[src/rtl/rd_port_arbiter.sv]
// rd_port_arbiter: shares one FWFT FIFO read port among three consumers.
// Round-robin grant in IDLE, bounded-length burst of pops in BURST, with a
// mandatory one-cycle arbitration bubble between consecutive bursts.
module rd_port_arbiter #(
    parameter int BURST_MAX = 4,   // words per grant, 1..8
    parameter int DW        = 8
) (
    input  logic          clk,
    input  logic          rst,
    input  logic          fifo_empty,
    input  logic          fifo_almost_empty,
    input  logic [DW-1:0] fifo_rdata,
    output logic          fifo_r_en,
    input  logic [2:0]    req,
    output logic [2:0]    gnt,
    output logic [DW-1:0] dout,
    output logic [2:0]    dout_valid,
    output logic          busy
);

    typedef enum logic {
        IDLE  = 1'b0,
        BURST = 1'b1
    } state_t;

    localparam logic [3:0] LIMIT_MAX = 4'(BURST_MAX);

    state_t     state, state_nxt;
    logic [2:0] gnt_nxt;
    logic [1:0] last_owner;
    logic [1:0] pick;
    logic [2:0] cnt;
    logic [3:0] burst_limit;
    logic       owner_req;
    logic       grant;
    logic       pop;
    logic       burst_end;

    // The owner is identified by the one-hot gnt, so its request is a mask-and-reduce.
    assign owner_req = |(req & gnt);
    assign grant     = (state == IDLE) && !fifo_empty && (|req);
    assign pop       = (state == BURST) && owner_req && !fifo_empty;
    assign burst_end = (state == BURST) &&
                       ((pop && ({1'b0, cnt} == burst_limit - 4'd1)) || !owner_req || fifo_empty);
    assign fifo_r_en = pop;
    assign busy      = (state == BURST);

    // Round-robin pick: scan the three slots after last_owner; the nearest set bit wins,
    // so the scan runs farthest-first and nearer hits overwrite.
    always_comb begin
        logic [1:0] idx;
        idx  = 2'd0;
        pick = 2'd0;
        for (int k = 3; k >= 1; k--) begin
            idx = 2'((32'(last_owner) + 32'(k)) % 32'd3);
            if (req[idx]) pick = idx;
        end
    end

    // Next-state and next-grant: grant on entering BURST, clear on any exit.
    always_comb begin
        state_nxt = state;
        gnt_nxt   = gnt;
        case (state)
            IDLE: begin
                gnt_nxt = 3'b000;
                if (grant) begin
                    state_nxt = BURST;
                    gnt_nxt   = 3'b001 << pick;
                end
            end
            BURST: begin
                if (burst_end) begin
                    state_nxt = IDLE;
                    gnt_nxt   = 3'b000;
                end
            end
            default: begin
                state_nxt = IDLE;
                gnt_nxt   = 3'b000;
            end
        endcase
    end

    // State and grant registers.
    always_ff @(posedge clk or negedge rst) begin
        if (!rst) begin
            state <= IDLE;
            gnt   <= 3'b000;
        end else begin
            state <= state_nxt;
            gnt   <= gnt_nxt;
        end
    end

    // Per-grant bookkeeping: owner history, burst length, word counter.
    // The counter holds on the final pop so it never wraps inside a burst.
    always_ff @(posedge clk or negedge rst) begin
        if (!rst) begin
            last_owner  <= 2'd2;
            burst_limit <= LIMIT_MAX;
            cnt         <= 3'd0;
        end else if (grant) begin
            last_owner  <= pick;
            burst_limit <= fifo_almost_empty ? 4'd1 : LIMIT_MAX;
            cnt         <= 3'd0;
        end else if (pop && !burst_end) begin
            cnt <= cnt + 3'd1;
        end
    end

    // Output register: capture the head word on each pop, tagged with its owner.
    always_ff @(posedge clk or negedge rst) begin
        if (!rst) begin
            dout       <= '0;
            dout_valid <= 3'b000;
        end else begin
            dout_valid <= pop ? gnt : 3'b000;
            if (pop) dout <= fifo_rdata;
        end
    end

endmodule
[config.mk]
export PLATFORM = sky130hd
export DESIGN_NAME = rd_port_arbiter
export DESIGN_NICKNAME = d
export VERILOG_FILES = /design/src/rtl/rd_port_arbiter.sv
export SDC_FILE = /design/constraint.sdc
export NUM_CORES = 1
export LEC_CHECK = 0
export BUFFER_PORTS_ARGS = -buffer_cell sky130_fd_sc_hd__buf_4
export CORE_AREA = 8 8 84 49
export DETAILED_ROUTE_END_ITERATION = 10
export DIE_AREA = 0 0 92 57
export PLACE_DENSITY = 0.61
export SLEW_MARGIN = 10
export SYNTH_ARGS = -nofsm -noshare
export SYNTH_HDL_FRONTEND = slang
export SYNTH_SLANG_ARGS = --single-unit
[constraint.sdc]
create_clock -name clk -period 1.85 [get_ports clk]
set_input_delay 0.0925 -clock clk [delete_from_list [all_inputs] [get_ports clk]]
set_output_delay 0.0925 -clock clk [all_outputs]
set_load 0.005 [all_outputs]
# Word level (Yosys, flattened, before mapping)
# Index checks and enable logic that the tools add are counted.
[op_classes]
addsub = 5
div = 3
magnitude_cmp = 3
eq_ne = 2
n_shift = 1
n_mux = 19
n_bitwise = 2
reduce_logical = 15
[ops]
columns = ["operator", "count"]
rows = [
  ["$mod 32x2->32 const B", 3],
  ["$mux 3", 6],
  ["$lt 2x3->1 const B", 3],
  ["$logic_and 1x1->1", 7],
  ["$add 2x2->3 const B", 2],
  ["$bmux 1 s2", 3],
  ["$mux 2", 3],
  ["$pmux 3 s2", 1],
  ["$reduce_or 3->1", 2],
  ["$mux 1", 5],
  ["$eq 3x4->1", 1],
  ["$sub 4x1->4 const B", 1],
  ["$add 2x1->3 const B", 1],
  ["$add 3x1->3 const B", 1],
  ["$and 3x3->3", 1],
  ["$logic_not 1->1", 3],
  ["$shl 1x2->3 const A", 1],
  ["$logic_or 1x1->1", 2],
  ["$ne 2x1->1 const B", 1],
  ["$pmux 1 s2", 1],
  ["$reduce_bool 2->1", 1],
  ["$not 1->1", 1],
]
[word_totals]
regBits = 24
output_inout_bits = 16
elab_cells = 57

# Longest topological paths before layout
# Gate-level depths: netlist of the first run.
[logic_depth]
word_depth = 12
mapped_depth = 6
ltp_nobuf = 6

# Worst setup path before layout of the first run
# Ideal clock, no wire load.
[synth_timing]
path_type = "flip-flop to flip-flop"
from = "register burst_limit[2]"
to = "register gnt[0]"
arrival_ns = 1.590
required_ns = 1.729
slack_ns = 0.139
stages_incl_launch_ff = 7
path_cell_list = "dfstp_2 > inv_1 > ha_1 > xnor2_1 > a211oi_4 > nor2_2 > a22o_1"
[synth_between]
elab_chain_cells = 7
[synth_lines]
columns = ["item", "line_no", "text"]
rows = [
  ["start: declaration", "33", "logic [3:0] burst_limit;"],
  ["start signal: assignment", "105", "burst_limit <= fifo_almost_empty ? 4'd1 : LIMIT_MAX;"],
  ["$sub 4x1->4", "44", "((pop && ({1'b0, cnt} == burst_limit - 4'd1)) || !owner_req || fifo_empty);"],
  ["$eq 3x4->1", "44", ""],
  ["$logic_and 1x1->1", "44", ""],
  ["$logic_or 1x1->1 (2 in series)", "44", ""],
  ["$logic_and 1x1->1", "43", "assign burst_end = (state == BURST) &&"],
  ["$ne 2x1->1 (no line)", "--", ""],
  ["end signal: assignment", "92", "gnt <= gnt_nxt;"],
  ["end: declaration", "15", "output logic [2:0] gnt,"],
]
# No other way between the ends.
# A chain may end at the register's enable or synchronous reset.

# Final worst setup path of the first run
[layout_timing]
from = "register last_owner[0]"
to = "register last_owner[0]"
[layout_between]
elab_chain_cells = 7
word_cells_on_any_way = 15
[layout_lines]
columns = ["item", "line_no", "text"]
rows = [
  ["start: declaration", "30", "logic [1:0] last_owner;"],
  ["start signal: assignment", "104", "last_owner <= pick;"],
  ["$add 2x2->3", "55", "idx = 2'((32'(last_owner) + 32'(k)) % 32'd3);"],
  ["$mod 32x2->32", "55", ""],
  ["$bmux 1 s2", "56", "if (req[idx]) pick = idx;"],
  ["$mux 1 (implied by the code)", "56", ""],
  ["$mux 2 (2 in series)", "56", ""],
  ["$mux 2 (*)", "56", ""],
]
# Mark *: on every way between the ends. The rest lies on a longest branch, timed or not. The select of a mux whose other input is x is not followed.

==> PnR_summary.wiki, run 1 <==
{| class="wikitable"
! Metric !! Value
|-
| Clock transition at the register clock pins on the worst setup and hold paths after CTS || 0.08 ns
|-
| Simple-gate area share of the yosys netlist || 13.1%
|-
| Post-synthesis share of cell area spent on full adders, half adders and majority gates || ~5.6%
|-
| Timing-limited maximum frequency || 573 MHz
|-
| H-tree Lvls || 1
|-
| Final number of max-transition violations || 0
|-
| Leading area contributor after synthesis || sky130_fd_sc_hd__dfrtp_1
|-
| Share of synthesized area spent on multiplexers || 11.0%
|-
| Total inserted antenna cells || 0
|-
| Setup_tns || 0 ns
|-
| Aggregate global routing overflow || 0
|-
| Antenna-violating nets left || 0
|-
| HPWL reported at the end of detailed placement || around 2000 um
|-
| Arrival time reported for the critical path endpoint || between 1.5 and 2 ns
|-
| Min-delay worst type || primary input to register
|-
| Global routing usage on met2 || 14.0%
|-
| Max IR drop VDD || approximately 0.00047 V
|-
| Leakage power of the design || 0.694 nW
|-
| Buffer depth of the longest clock path || 2
|-
| Footprint of the flip-flops and latches || about 550 sq um
|-
| First-pass GRT wire length || ~4000 um
|-
| Cell area after layout || 1470 sq um
|-
| Largest net degree at the start of global routing || 23
|-
| Largest cells by area after synthesis || sky130_fd_sc_hd__dfrtp_1 (45%), sky130_fd_sc_hd__mux2_4 (8.1%), sky130_fd_sc_hd__ha_1 (5.6%), sky130_fd_sc_hd__dfstp_2 (4.7%), sky130_fd_sc_hd__o311ai_1 (2.4%)
|-
| Routed vias || 834
|-
| Share of synthesized registers carrying an async set or reset || 100%
|-
| Root Driver || sky130_fd_sc_hd__clkbuf_8
|-
| Antenna violations before repair || 0
|-
| Clock latency on the worst-skew pair || 0.26 ns
|-
| Number of vias per cell || 4.93
|-
| Max Fanout on Critical Path || 6
|-
| Via count of the first global-routing pass || 807
|-
| Die ar. || 5240 sq um
|-
| Post-Synthesis Mean Instance Area || 12.3 sq um
|-
| Area growth, synth to finish || 32.5%
|-
| Core footprint || slightly above 3000 sq um
|-
| CP Capture Type || register
|-
| Worst slew margin relative to its limit || 71.0%
|-
| Number of fill cells || 295
|-
| WL per Instance || 15.3 um
|-
| Final number of setup-violating endpoints || 0
|-
| Share of synthesized area occupied by flip-flops and latches || 49.8%
|-
| Flip-flop and latch count after synthesis || 22
|-
| I/O Buffers || 30
|-
| Synth Area in Compound Gates || 15.1%
|-
| Hold Fails Final Rpt || 0
|-
| Fraction of synthesized cell area in xor and xnor cells || 0.788%
|-
| CTS tree || yes
|-
| Power density normalized to cell area || 1200 nW/um^2
|-
| Initial detailed-routing violation count || 23
|-
| Minimum clock period || 1.75 ns
|-
| Global Route met1 Usage || 12.7%
|-
| Synth Warn # || 0
|-
| EDFF count, synth || 0
|-
| Outcome || completed
|-
| Required time at the endpoint of the critical path || 1.97 ns
|-
| Routability-driven placement congestion ratio || 0.825
|-
| Maximum Capacitance Violations || 0
|-
| Initial core utilization || a little over a third
|-
| Top-area cell type share of the netlist area || about 45%
|-
| Share of the clock period used by the worst path after layout || 94.4%
|-
| RSZ-0062 raised after global routing || false
|-
| Number of placement rows || 15
|-
| Dominant combinational cell family by area after synthesis || compound AO/OA/AOI/OAI gates
|-
| Number of sinks driven by the clock tree || 22
|-
| Horizontal die dimension || just over 90 um
|-
| Power, Total || 1.76 mW
|-
| Actual slew at the worst max-slew pin || 0.429 ns
|-
| Classification of the worst setup path || register to register
|-
| Fraction of final layout cells with drive strength greater than 1 || 40.9%
|-
| Commonest register cell after synthesis || sky130_fd_sc_hd__dfrtp_1
|-
| First-pass iteration count of the detailed router || 4
|-
| Critical path launch point type || register
|-
| GR met3 Demand/Resource || 3.53%
|-
| Combined global-route utilization of all metal layers || 9.52%
|-
| Count of boundary I/O pins || 31
|-
| Net count of the mapped netlist || 110
|-
| Cells after synthesis || 90
|-
| Drt drc || 0
|-
| Post-detailed-placement cell area || 1380 sq um
|-
| Net count reported at finish || 148
|-
| Worst clock skew || between 0.003 and 0.004 ns
|-
| Final hold slack || 0.0409 ns
|-
| Post-synthesis cell area || 1110 sq um
|-
| Die Y-Extent || 57 um
|-
| Number of buffers created by CTS || 3
|-
| Multi-input gate area in the final layout || between 500 and 600 sq um
|-
| Yosys cell types || 38
|-
| Peak-usage layer in the global routing report || met2
|-
| Total Routed Length || ~2600 um
|}
-- worst max-delay path, cell delays in order (launching register included) --
cell and delay, ns:
sky130_fd_sc_hd__dfrtp_1 0.38, sky130_fd_sc_hd__inv_1 0.06, sky130_fd_sc_hd__ha_1 0.36, sky130_fd_sc_hd__a21boi_0 0.17
sky130_fd_sc_hd__o311ai_1 0.46, sky130_fd_sc_hd__o22ai_1 0.16
-- final timing paths --
check,startpoint,to,slack [ns],depth (start not counted)
hold / removal,fifo_rdata[3],dout[3],0.04,2
max in group asynchronous,rst,burst_limit[2],1.33,2
min in group asynchronous,rst,dout[0],0.25,2
setup / recovery,last_owner[0],last_owner[0],0.10,5
hold reg to reg,dout[3],dout[3],0.50,1
setup reg to reg,last_owner[0],last_owner[0],0.10,5
-- where the power goes --
| part | internal (mW) | leakage, nW | switching, mW |
|---|---|---|---|
| logic | 0.402 | 0.382 | 0.307 |
| registers | 0.619 | 0.283 | 0.0868 |
| clock network | 0.190 | 0.0288 | 0.156 |
-- logic make-up after synthesis --
family | Yosys count
and+or+nand+nor | 23
DFF | 22
AOI/OAI and AO/OA | 21
buffers and inverters | 9
muxes | 9
adders and majority gates | 5
xor gates and xnor gates | 1
-- cells in the mapped netlist, types with 2 or more instances --
library cell and count:
sky130_fd_sc_hd__o311ai_1 3, sky130_fd_sc_hd__mux2_1 2, sky130_fd_sc_hd__dfrtp_1 20, sky130_fd_sc_hd__nor3b_1 2
sky130_fd_sc_hd__o21ai_1 2, sky130_fd_sc_hd__o31ai_1 2, sky130_fd_sc_hd__inv_1 6, sky130_fd_sc_hd__nor2b_1 4
sky130_fd_sc_hd__a21oi_1 3, sky130_fd_sc_hd__a22o_1 2, sky130_fd_sc_hd__ha_1 5, sky130_fd_sc_hd__dfstp_2 2
sky130_fd_sc_hd__and2_1 3, sky130_fd_sc_hd__mux2_4 6, sky130_fd_sc_hd__nand2_1 5
-- cell type report --
| class | count | share of cell area [%] |
|---|---|---|
| clock buffers | 4 | 3.74 |
| inverters | 7 | 1.95 |
| multi-input cells | 59 | 35.0 |
| flip-flops and latches | 22 | 37.6 |
| well taps | 42 | 3.57 |
| repair buffers | 35 | 18.2 |
-- flip-flops by register name, summed over array words and instances (netlist names) --
| signal | count |
|---|---|
| gnt | 3 |
| cnt | 3 |
| dout | 8 |
| dout_valid | 3 |
| burst_limit | 2 |
| last_owner | 2 |
| busy | 1 |
-- per-stage QoR --
| step | setup slack [ns] | utilization [%] | cells |
|---|---|---|---|
| final | 0.104 | 47.8 | 169 |
| after global routing | 0.00653 | 47.8 | 169 |
| after CTS | 0.00294 | 47.3 | 168 |
| after detailed placement | 0.0225 | 44.9 | 162 |
| after global placement | 0.0811 | 44.9 | 162 |
| after floorplan | 0.139 | - | 90 |
-- cells in the final DEF (no fill, tap or decap), types with 2 or more instances in the layout --
cell	netlist	routed
sky130_fd_sc_hd__dfrtp_1	20	20
sky130_fd_sc_hd__nand2_1	5	5
sky130_fd_sc_hd__buf_4	1	33
sky130_fd_sc_hd__nor3b_1	2	2
sky130_fd_sc_hd__o21ai_1	2	2
sky130_fd_sc_hd__o311ai_1	3	3
sky130_fd_sc_hd__or3b_4	1	2
sky130_fd_sc_hd__nor2b_1	4	4
sky130_fd_sc_hd__mux2_4	6	6
sky130_fd_sc_hd__inv_1	6	6
sky130_fd_sc_hd__dfstp_2	2	2
sky130_fd_sc_hd__mux2_1	2	2
sky130_fd_sc_hd__a22o_1	2	2
sky130_fd_sc_hd__ha_1	5	5
sky130_fd_sc_hd__dlygate4sd3_1	0	2
sky130_fd_sc_hd__and2_1	3	3
sky130_fd_sc_hd__clkbuf_8	0	4
sky130_fd_sc_hd__o31ai_1	2	2
sky130_fd_sc_hd__a21oi_1	3	3
-- routing by layer --
metal  vias to the layer above  routed length (um)  part of all wire [%]
met5                         -                   0                     0
met4                         0                  21                  0.81
met3                         2                 161                   6.2
met2                        27                1170                    45
met1                       401                1240                    48
li1                        404                   -                     -
-- repair_timing --
item	in CTS	in global routing
hold endpoints to repair	23	0
buffers inserted	0	1
endpoints found under the setup margin	0	4
hold buffers	2	0
gates resized for setup	0	2
Note: power is estimated with default switching activity, not from simulation.
==> run 2, diff against run 1 <==
--- a/config.mk
+++ b/config.mk
@@ -7,6 +7,7 @@
 export LEC_CHECK = 0
 export BUFFER_PORTS_ARGS = -buffer_cell sky130_fd_sc_hd__buf_4
 export CORE_AREA = 8 8 84 49
+export CTS_BUF_LIST = sky130_fd_sc_hd__clkbuf_4 sky130_fd_sc_hd__clkbuf_8
 export DETAILED_ROUTE_END_ITERATION = 10
 export DIE_AREA = 0 0 92 57
 export PLACE_DENSITY = 0.61
==> constraint.sdc (replaced) <==
create_clock -name clk -period 1.85 [get_ports clk]
set_input_delay 0.0925 -clock clk [delete_from_list [all_inputs] [get_ports clk]]
set_output_delay 0.0925 -clock clk [all_outputs]
set_load 0.1 [all_outputs]
==> run 2 against run 1 <==
Net effect:
- register-to-register slack worse by 0.05 ns
- design area is 0.94% higher
- largest cell class unchanged
- highest routed layer unchanged
- clock skew is 0.00075 ns lower
- largest power group unchanged
- critical endpoint is now cnt[2]
- fmax is 2.8% lower
- non-clock buffer count stayed put
- total power is 41% higher
- utilization is 0.45 points higher
==> PnR_summary.wiki, run 2 (synthesized netlist as in run 1, its figures left out) <==
{| class="wikitable"
! Metric !! Value
|-
| Setup_tns || 0 ns (unchanged)
|-
| Critical path launch point type || register
|-
| CP Capture Type || register
|-
| Antenna-violating nets left || 0 (unchanged)
|-
| Total inserted antenna cells || 0 (unchanged)
|-
| First-pass iteration count of the detailed router || 4 (unchanged)
|-
| Leakage power of the design || 0.683 nW (-1.5%)
|-
| Area growth, synth to finish || 33.8%
|-
| Final number of max-transition violations || 0 (unchanged)
|-
| I/O Buffers || 30 (unchanged)
|-
| Clock latency on the worst-skew pair || 0.26 ns (about the same)
|-
| Required time at the endpoint of the critical path || 1.98 ns (about the same)
|-
| Number of buffers created by CTS || 3 (unchanged)
|-
| Number of placement rows || 15 (unchanged)
|-
| Actual slew at the worst max-slew pin || 0.367 ns (-0.0615 ns)
|-
| HPWL reported at the end of detailed placement || 1900 um (-3.5%)
|-
| Total Routed Length || 2460 um (-5.2%)
|-
| First-pass GRT wire length || 3990 um (-0.35%)
|-
| Share of power burned in combinational logic || 58.2% (+18 points)
|-
| Number of sinks driven by the clock tree || 22 (unchanged)
|-
| Horizontal die dimension || 92 um (unchanged)
|-
| Antenna violations before repair || 0 (unchanged)
|-
| Initial core utilization || 36.1% (unchanged)
|-
| Largest register FFs || 8 (unchanged)
|-
| Max IR drop VDD || 0.000588 V (+25%)
|-
| H-tree Lvls || 1 (unchanged)
|-
| Biggest register || dout
|-
| Routability-driven placement congestion ratio || 0.801 (-2.9%)
|-
| Cell area after layout || 1490 sq um (+0.94%)
|-
| Routed vias || 840 (+0.72%)
|-
| Count of boundary I/O pins || 31 (unchanged)
|-
| Sw frac || 51.7% (+20 points)
|-
| Post-detailed-placement cell area || 1390 sq um (+0.91%)
|-
| Final hold slack || 0.0472 ns (+0.00624 ns)
|-
| Final number of setup-violating endpoints || 0 (unchanged)
|-
| Fraction of final layout cells with drive strength greater than 1 || 44.1% (+3.1 points)
|-
| Power density normalized to cell area || 1670 nW/um^2 (+39%)
|-
| RSZ-0062 raised after global routing || false
|-
| Share of power burned in registers || 28.9% (-11 points)
|-
| Hold Fails Final Rpt || 0 (unchanged)
|-
| Power, Total || 2.48 mW (+41%)
|-
| Core footprint || 3080 sq um (unchanged)
|-
| Classification of the worst setup path || register to register
|-
| Root Driver || sky130_fd_sc_hd__clkbuf_8
|-
| Net count reported at finish || 148 (unchanged)
|-
| Die ar. || 5240 sq um (unchanged)
|-
| Die Y-Extent || 57 um (unchanged)
|-
| Clock transition at the register clock pins on the worst setup and hold paths after CTS || 0.08 ns (about the same)
|-
| Cell-internal power || 1.20 mW (-1.1%)
|-
| Initial detailed-routing violation count || 39 (+70%)
|-
| Buffer depth of the longest clock path || 2 (unchanged)
|-
| Arrival time reported for the critical path endpoint || 1.93 ns (+0.06 ns)
|-
| Combined global-route utilization of all metal layers || 9.33% (-0.19 points)
|-
| Max Fanout on Critical Path || 5 (-1)
|-
| Most used cells in the layout excluding fill and tap cells || sky130_fd_sc_hd__buf_4 (32), sky130_fd_sc_hd__dfrtp_1 (16), sky130_fd_sc_hd__inv_1 (6), sky130_fd_sc_hd__mux2_4 (6)
|-
| Worst slew margin relative to its limit || 75.1% (+4.2 points)
|-
| Leading cell type in the layout, fill and taps excluded || sky130_fd_sc_hd__buf_4
|-
| CTS tree || yes
|-
| Via count of the first global-routing pass || 821 (+1.7%)
|-
| Maximum Capacitance Violations || 0 (unchanged)
|-
| Largest net degree at the start of global routing || 23 (unchanged)
|-
| Share of the clock period used by the worst path after layout || 97.1% (+2.7 points)
|-
| Worst clock skew || 0.00258 ns (-0.000749 ns)
|-
| Aggregate global routing overflow || 0 (unchanged)
|-
| Min-delay worst type || primary input to register
|-
| Power spent charging and discharging nets || 1.28 mW (+130%)
|-
| Clock power frac || 12.9% (-6.8 points)
|-
| Minimum clock period || 1.80 ns (+0.0497 ns)
|-
| Number of vias per cell || 4.97 (+0.72%)
|-
| WL per Instance || 14.5 um (-5.2%)
|-
| Timing-limited maximum frequency || 557 MHz (-2.8%)
|-
| Number of fill cells || 286 (-3.1%)
|-
| Drt drc || 0 (unchanged)
|-
| Outcome || completed
|}
## run 2: area by class of cell
cell class	count	area, sq um	area share, %
sequential	22	566	38.0
multi-input combinational	59	517	34.8
timing repair buffer	35	272	18.3
tap	42	52.6	3.54
inverter	7	31.3	2.10
clock buffer	4	48.8	3.28
## run 2: critical path: stages, from the launching register on
cell	delay (ns)
sky130_fd_sc_hd__dfrtp_4	0.43
sky130_fd_sc_hd__a222oi_1	0.10
sky130_fd_sc_hd__or3b_4	0.43
sky130_fd_sc_hd__buf_4	0.15
sky130_fd_sc_hd__buf_4	0.14
sky130_fd_sc_hd__o311ai_1	0.27
sky130_fd_sc_hd__o41ai_1	0.14
## run 2: what timing repair did
| item | in CTS | in global routing |
|---|---|---|
| setup buffers | 0 | 1 |
| pin swaps | 0 | 2 |
| setup endpoints to repair | 1 | 5 |
| gates resized for setup | 1 | 4 |
| cloned | 0 | 0 |
| endpoints found under the hold margin | 23 | 0 |
| hold buffers | 2 | 0 |
## run 2: per-layer routing
metal | share of wire (%) | routed length, um | vias up | GRT usage, %
met1 | 44 | 1080 | 414 | 10.9
met5 | 0 | 0 | - | 0
met2 | 48 | 1180 | 22 | 14.5
li1 | - | - | 402 | -
met4 | 0.90 | 22 | 0 | 4.55
met3 | 7.2 | 176 | 2 | 3.92
## run 2: per-stage QoR
step	cells	utilization [%]	worst slack, ns
4_1_cts	168	47.6	0.0245
6_report	169	48.3	0.0541
5_1_grt	169	48.3	0.0119
2_1_floorplan	90	-	-0.105
3_5_place_dp	162	45.3	0.0372
3_3_place_gp	162	45.3	0.0801
## run 2: power groups by stage
stage | registers (mW) | logic, mW | clock network [mW]
after detailed placement | 0.726 | 1.42 | 0
after global placement | 0.714 | 1.41 | 0
final | 0.716 | 1.44 | 0.320
after floorplan | 1.43 | 0.413 | 0
after CTS | 0.717 | 1.43 | 0.330
after global routing | 0.731 | 1.50 | 0.354
## run 2: worst paths after layout
kind / startpoint / end / slack, ns / cells past startpoint
setup / recovery: gnt[1] / cnt[2] / 0.05 / 6
min in group asynchronous: rst / dout[5] / 0.25 / 2
max in group asynchronous: rst / burst_limit[2] / 1.32 / 2
hold reg to reg: dout[4] / dout[4] / 0.50 / 1
hold / removal: fifo_rdata[3] / dout[3] / 0.05 / 2
setup reg to reg: gnt[1] / cnt[2] / 0.05 / 6
==> run 3, diff against run 2 <==
--- a/config.mk
+++ b/config.mk
@@ -6,11 +6,13 @@
 export NUM_CORES = 1
 export LEC_CHECK = 0
 export BUFFER_PORTS_ARGS = -buffer_cell sky130_fd_sc_hd__buf_4
-export CORE_AREA = 8 8 84 49
+export CELL_PAD_IN_SITES_DETAIL_PLACEMENT = 0
+export CELL_PAD_IN_SITES_GLOBAL_PLACEMENT = 2
+export CORE_AREA = 8 8 90 52
 export CTS_BUF_LIST = sky130_fd_sc_hd__clkbuf_4 sky130_fd_sc_hd__clkbuf_8
 export DETAILED_ROUTE_END_ITERATION = 10
-export DIE_AREA = 0 0 92 57
-export PLACE_DENSITY = 0.61
+export DIE_AREA = 0 0 98 60
+export PLACE_DENSITY = 0.77
 export SLEW_MARGIN = 10
 export SYNTH_ARGS = -nofsm -noshare
 export SYNTH_HDL_FRONTEND = slang
==> run 3 against run 2 <==
Net effect:
- sequential power barely moved
- via count fell by 0.36%
- first-iteration DRC count fell by 28%
- fmax rose by 2.4%
- setup slack improved by 0.043 ns
- largest cell class unchanged
- register-to-register slack improved by 0.04 ns
- worst hold slack improved by 0.0013 ns
- sequential share of layout area barely moved
- flip-flop and latch count did not move
- largest power group unchanged
- global-route usage fell by 0.10 points
==> PnR_summary.wiki, run 3 (synthesized netlist as in run 1, its figures left out) <==
{| class="wikitable"
! Metric !! Value
|-
| Max IR drop VDD || 0.000604 V (+2.7%)
|-
| Reg2Reg Depth || 6 (unchanged)
|-
| Power spent charging and discharging nets || 1.27 mW (-0.62%)
|-
| CP Capture Type || register
|-
| HPWL reported at the end of detailed placement || 2060 um (+8.9%)
|-
| Largest net degree at the start of global routing || 23 (unchanged)
|-
| Worst-case setup margin in the final layout || 0.0967 ns (+0.0427 ns)
|-
| GR met3 Demand/Resource || 4.07% (+0.14 points)
|-
| Number of placement rows || 16 (+1)
|-
| Chain of cells forming the critical path || inv_1, ha_1, xnor2_1, a211oi_4, nor2_2, a22o_1
|-
| Minimum clock period || 1.75 ns (-0.0427 ns)
|-
| Number of fill cells || 344 (+20%)
|-
| RSZ-0062 raised after global routing || false
|-
| Maximum Capacitance Violations || 0 (unchanged)
|-
| Max Fanout on Critical Path || 6 (+1)
|-
| Global routing usage on met2 || 11.1% (-3.4 points)
|-
| Area growth, synth to finish || 33.7% (about the same)
|-
| Share of power burned in registers || 29.0% (about the same)
|-
| Number of vias per cell || 4.84 (-2.7%)
|-
| Leakage power of the design || 0.687 nW (+0.54%)
|-
| Number of post-CTS setup repair buffers || 0 (unchanged)
|-
| Combined buffer and inverter count along the critical path || 1 (-1)
|-
| Count of boundary I/O pins || 31 (unchanged)
|-
| Worst slew margin relative to its limit || 76.7% (+1.5 points)
|-
| Combined global-route utilization of all metal layers || 9.23% (-0.10 points)
|-
| Hold Path End || dout[4]
|-
| Total inserted antenna cells || 0 (unchanged)
|-
| Total Routed Length || 2610 um (+6.4%)
|-
| Cell family with most CP delay || flip-flops
|-
| Final number of max-transition violations || 0 (unchanged)
|-
| Critical register-to-register path startpoint || burst_limit[2]
|-
| Cell-internal power || 1.21 mW (+0.74%)
|-
| Crit-path max cell delay || 0.53 ns (+0.10 ns)
|-
| Routability-driven placement congestion ratio || 0.844 (+5.4%)
|-
| Largest register FFs || 8 (unchanged)
|-
| Root Driver || sky130_fd_sc_hd__clkbuf_8
|-
| Arrival time reported for the critical path endpoint || 1.90 ns (-0.03 ns)
|-
| Net count reported at finish || 149 (+0.68%)
|-
| Setup slack of the most critical reg-to-reg path || 0.1 ns (+0.04 ns)
|-
| Antenna violations before repair || 0 (unchanged)
|-
| Die Y-Extent || 60 um (+5.3%)
|-
| Biggest register || dout
|-
| WL per Instance || 15.1 um (+3.9%)
|-
| Antenna-violating nets left || 0 (unchanged)
|-
| Worst setup timing slack at the placement stage || 0.0568 ns (+0.0197 ns)
|-
| Initial detailed-routing violation count || 28 (-28%)
|-
| Most used cells in the layout excluding fill and tap cells || sky130_fd_sc_hd__buf_4 (33), sky130_fd_sc_hd__dfrtp_1 (16), sky130_fd_sc_hd__inv_1 (6), sky130_fd_sc_hd__mux2_4 (6)
|-
| Peak-usage layer in the global routing report || met1
|-
| Aggregate global routing overflow || 0 (unchanged)
|-
| Core footprint || 3540 sq um (+15%)
|-
| Buffer depth of the longest clock path || 2 (unchanged)
|-
| Final number of setup-violating endpoints || 0 (unchanged)
|-
| Power density normalized to cell area || 1670 nW/um^2 (+0.13%)
|-
| Routed vias || 837 (-0.36%)
|-
| Fraction of final layout cells with drive strength greater than 1 || 43.0% (-1.1 points)
|-
| Share of the clock period used by the worst path after layout || 94.8% (-2.3 points)
|-
| Initial core utilization || 31.4% (-4.7 points)
|-
| Required time at the endpoint of the critical path || 2.00 ns (+0.02 ns)
|-
| CTS tree || yes
|-
| Global Route met1 Usage || 13.6% (+2.7 points)
|-
| Clock transition at the register clock pins on the worst setup and hold paths after CTS || 0.08 ns (about the same)
|-
| Critical register-to-register path endpoint || gnt[0]
|-
| Outcome || completed
|-
| Timing-limited maximum frequency || 570 MHz (+2.4%)
|-
| Sw frac || 51.3% (-0.34 points)
|-
| Clock latency on the worst-skew pair || 0.25 ns (about the same)
|-
| Post-detailed-placement cell area || 1410 sq um (+1.3%)
|-
| Leading cell type in the layout, fill and taps excluded || sky130_fd_sc_hd__buf_4
|-
| Via count of the first global-routing pass || 801 (-2.4%)
|-
| Critical path launch point type || register
|-
| Horizontal die dimension || 98 um (+6.5%)
|-
| H-tree Lvls || 1 (unchanged)
|-
| First-pass iteration count of the detailed router || 4 (unchanged)
|-
| Share of power burned in combinational logic || 58.4% (+0.2 points)
|-
| I/O Buffers || 30 (unchanged)
|-
| Cell at the slowest stage of the critical path || sky130_fd_sc_hd__dfstp_2
|-
| Drt drc || 0 (unchanged)
|-
| Number of buffers created by CTS || 3 (unchanged)
|-
| Hold Fails Final Rpt || 0 (unchanged)
|-
| Worst Hold Depth || 2 (unchanged)
|-
| Die ar. || 5880 sq um (+12%)
|-
| Worst clock skew || 0.00208 ns (-0.000498 ns)
|-
| Beginning of the worst hold path || fifo_rdata[4]
|-
| Actual slew at the worst max-slew pin || 0.345 ns (-0.0225 ns)
|-
| Clock power frac || 12.7% (-0.2 points)
|-
| First-pass GRT wire length || 4150 um (+4.0%)
|-
| Cell area after layout || 1490 sq um (about the same)
|-
| Classification of the worst setup path || register to register
|-
| Final core utilization || 41.9% (-6.4 points)
|-
| Number of sinks driven by the clock tree || 22 (unchanged)
|-
| Min-delay worst type || primary input to register
|}
run 3: cell types whose count changed in the layout (fill, tap and decap cells not counted), sizes merged:
cell | before | now
buf | 33 | 34
clkinv | 1 | 0
inv | 6 | 7
run 3: metal layers:
metal,vias up,share of wire (%),wire length [um]
met3,2,8.5,223
met1,395,56,1470
met5,-,0,0
met2,35,34,899
met4,0,0.73,19
li1,405,-,-
run 3: per-stage QoR:
stage               hold WS (ns)  TNS (ns)  total power, mW  std cells
finish                    0.0485         0             2.48        173
global route              0.0462         0             2.60        173
floorplan                 -0.203    -0.630             1.85         90
CTS                       0.0422         0             2.50        173
global placement        -0.00467         0             2.16        167
detailed placement       0.00327         0             2.17        167
run 3: worst max-delay path by stage:
| stage | startpoint | to | slack [ns] | cells after the start |
|---|---|---|---|---|
| detailed placement | burst_limit[2] | gnt[0] | 0.06 | 6 |
| global placement | burst_limit[2] | gnt[0] | 0.08 | 6 |
| global route | burst_limit[2] | gnt[2] | 0.0006 | 6 |
| floorplan | gnt[1] | dout[0] | -0.11 | 6 |
| CTS | gnt[2] | fifo_r_en | 0.02 | 4 |
| finish | burst_limit[2] | gnt[0] | 0.1 | 6 |
run 3: worst register-to-register path: stages (launching register included):
cell,delay (ns)
sky130_fd_sc_hd__dfstp_2,0.53
sky130_fd_sc_hd__inv_1,0.04
sky130_fd_sc_hd__ha_1,0.27
sky130_fd_sc_hd__xnor2_1,0.16
sky130_fd_sc_hd__a211oi_4,0.29
sky130_fd_sc_hd__nor2_2,0.11
sky130_fd_sc_hd__a22o_1,0.24
run 3: cell type report:
type / count / area (sq um) / share of cell area [%]
clock buffer: 4 / 48.8 / 3.29
multi-input combinational: 59 / 507 / 34.1
sequential: 22 / 566 / 38.1
timing repair buffer: 36 / 279 / 18.8
inverter: 7 / 28.8 / 1.94
tap: 45 / 56.3 / 3.79
run 3: timing repair:
| action | 4_1_cts | 5_1_grt |
|---|---|---|
| resized for setup | 0 | 1 |
| hold buffers | 2 | 0 |
| endpoints found under the hold margin | 23 | 0 |
| setup endpoints to repair | 0 | 3 |
run 3: power by group through the flow:
stage	registers (mW)	clock network [mW]	logic, mW
global placement	0.718	0	1.45
finish	0.718	0.313	1.45
global route	0.736	0.350	1.52
floorplan	1.43	0	0.413
CTS	0.719	0.328	1.45
detailed placement	0.726	0	1.45
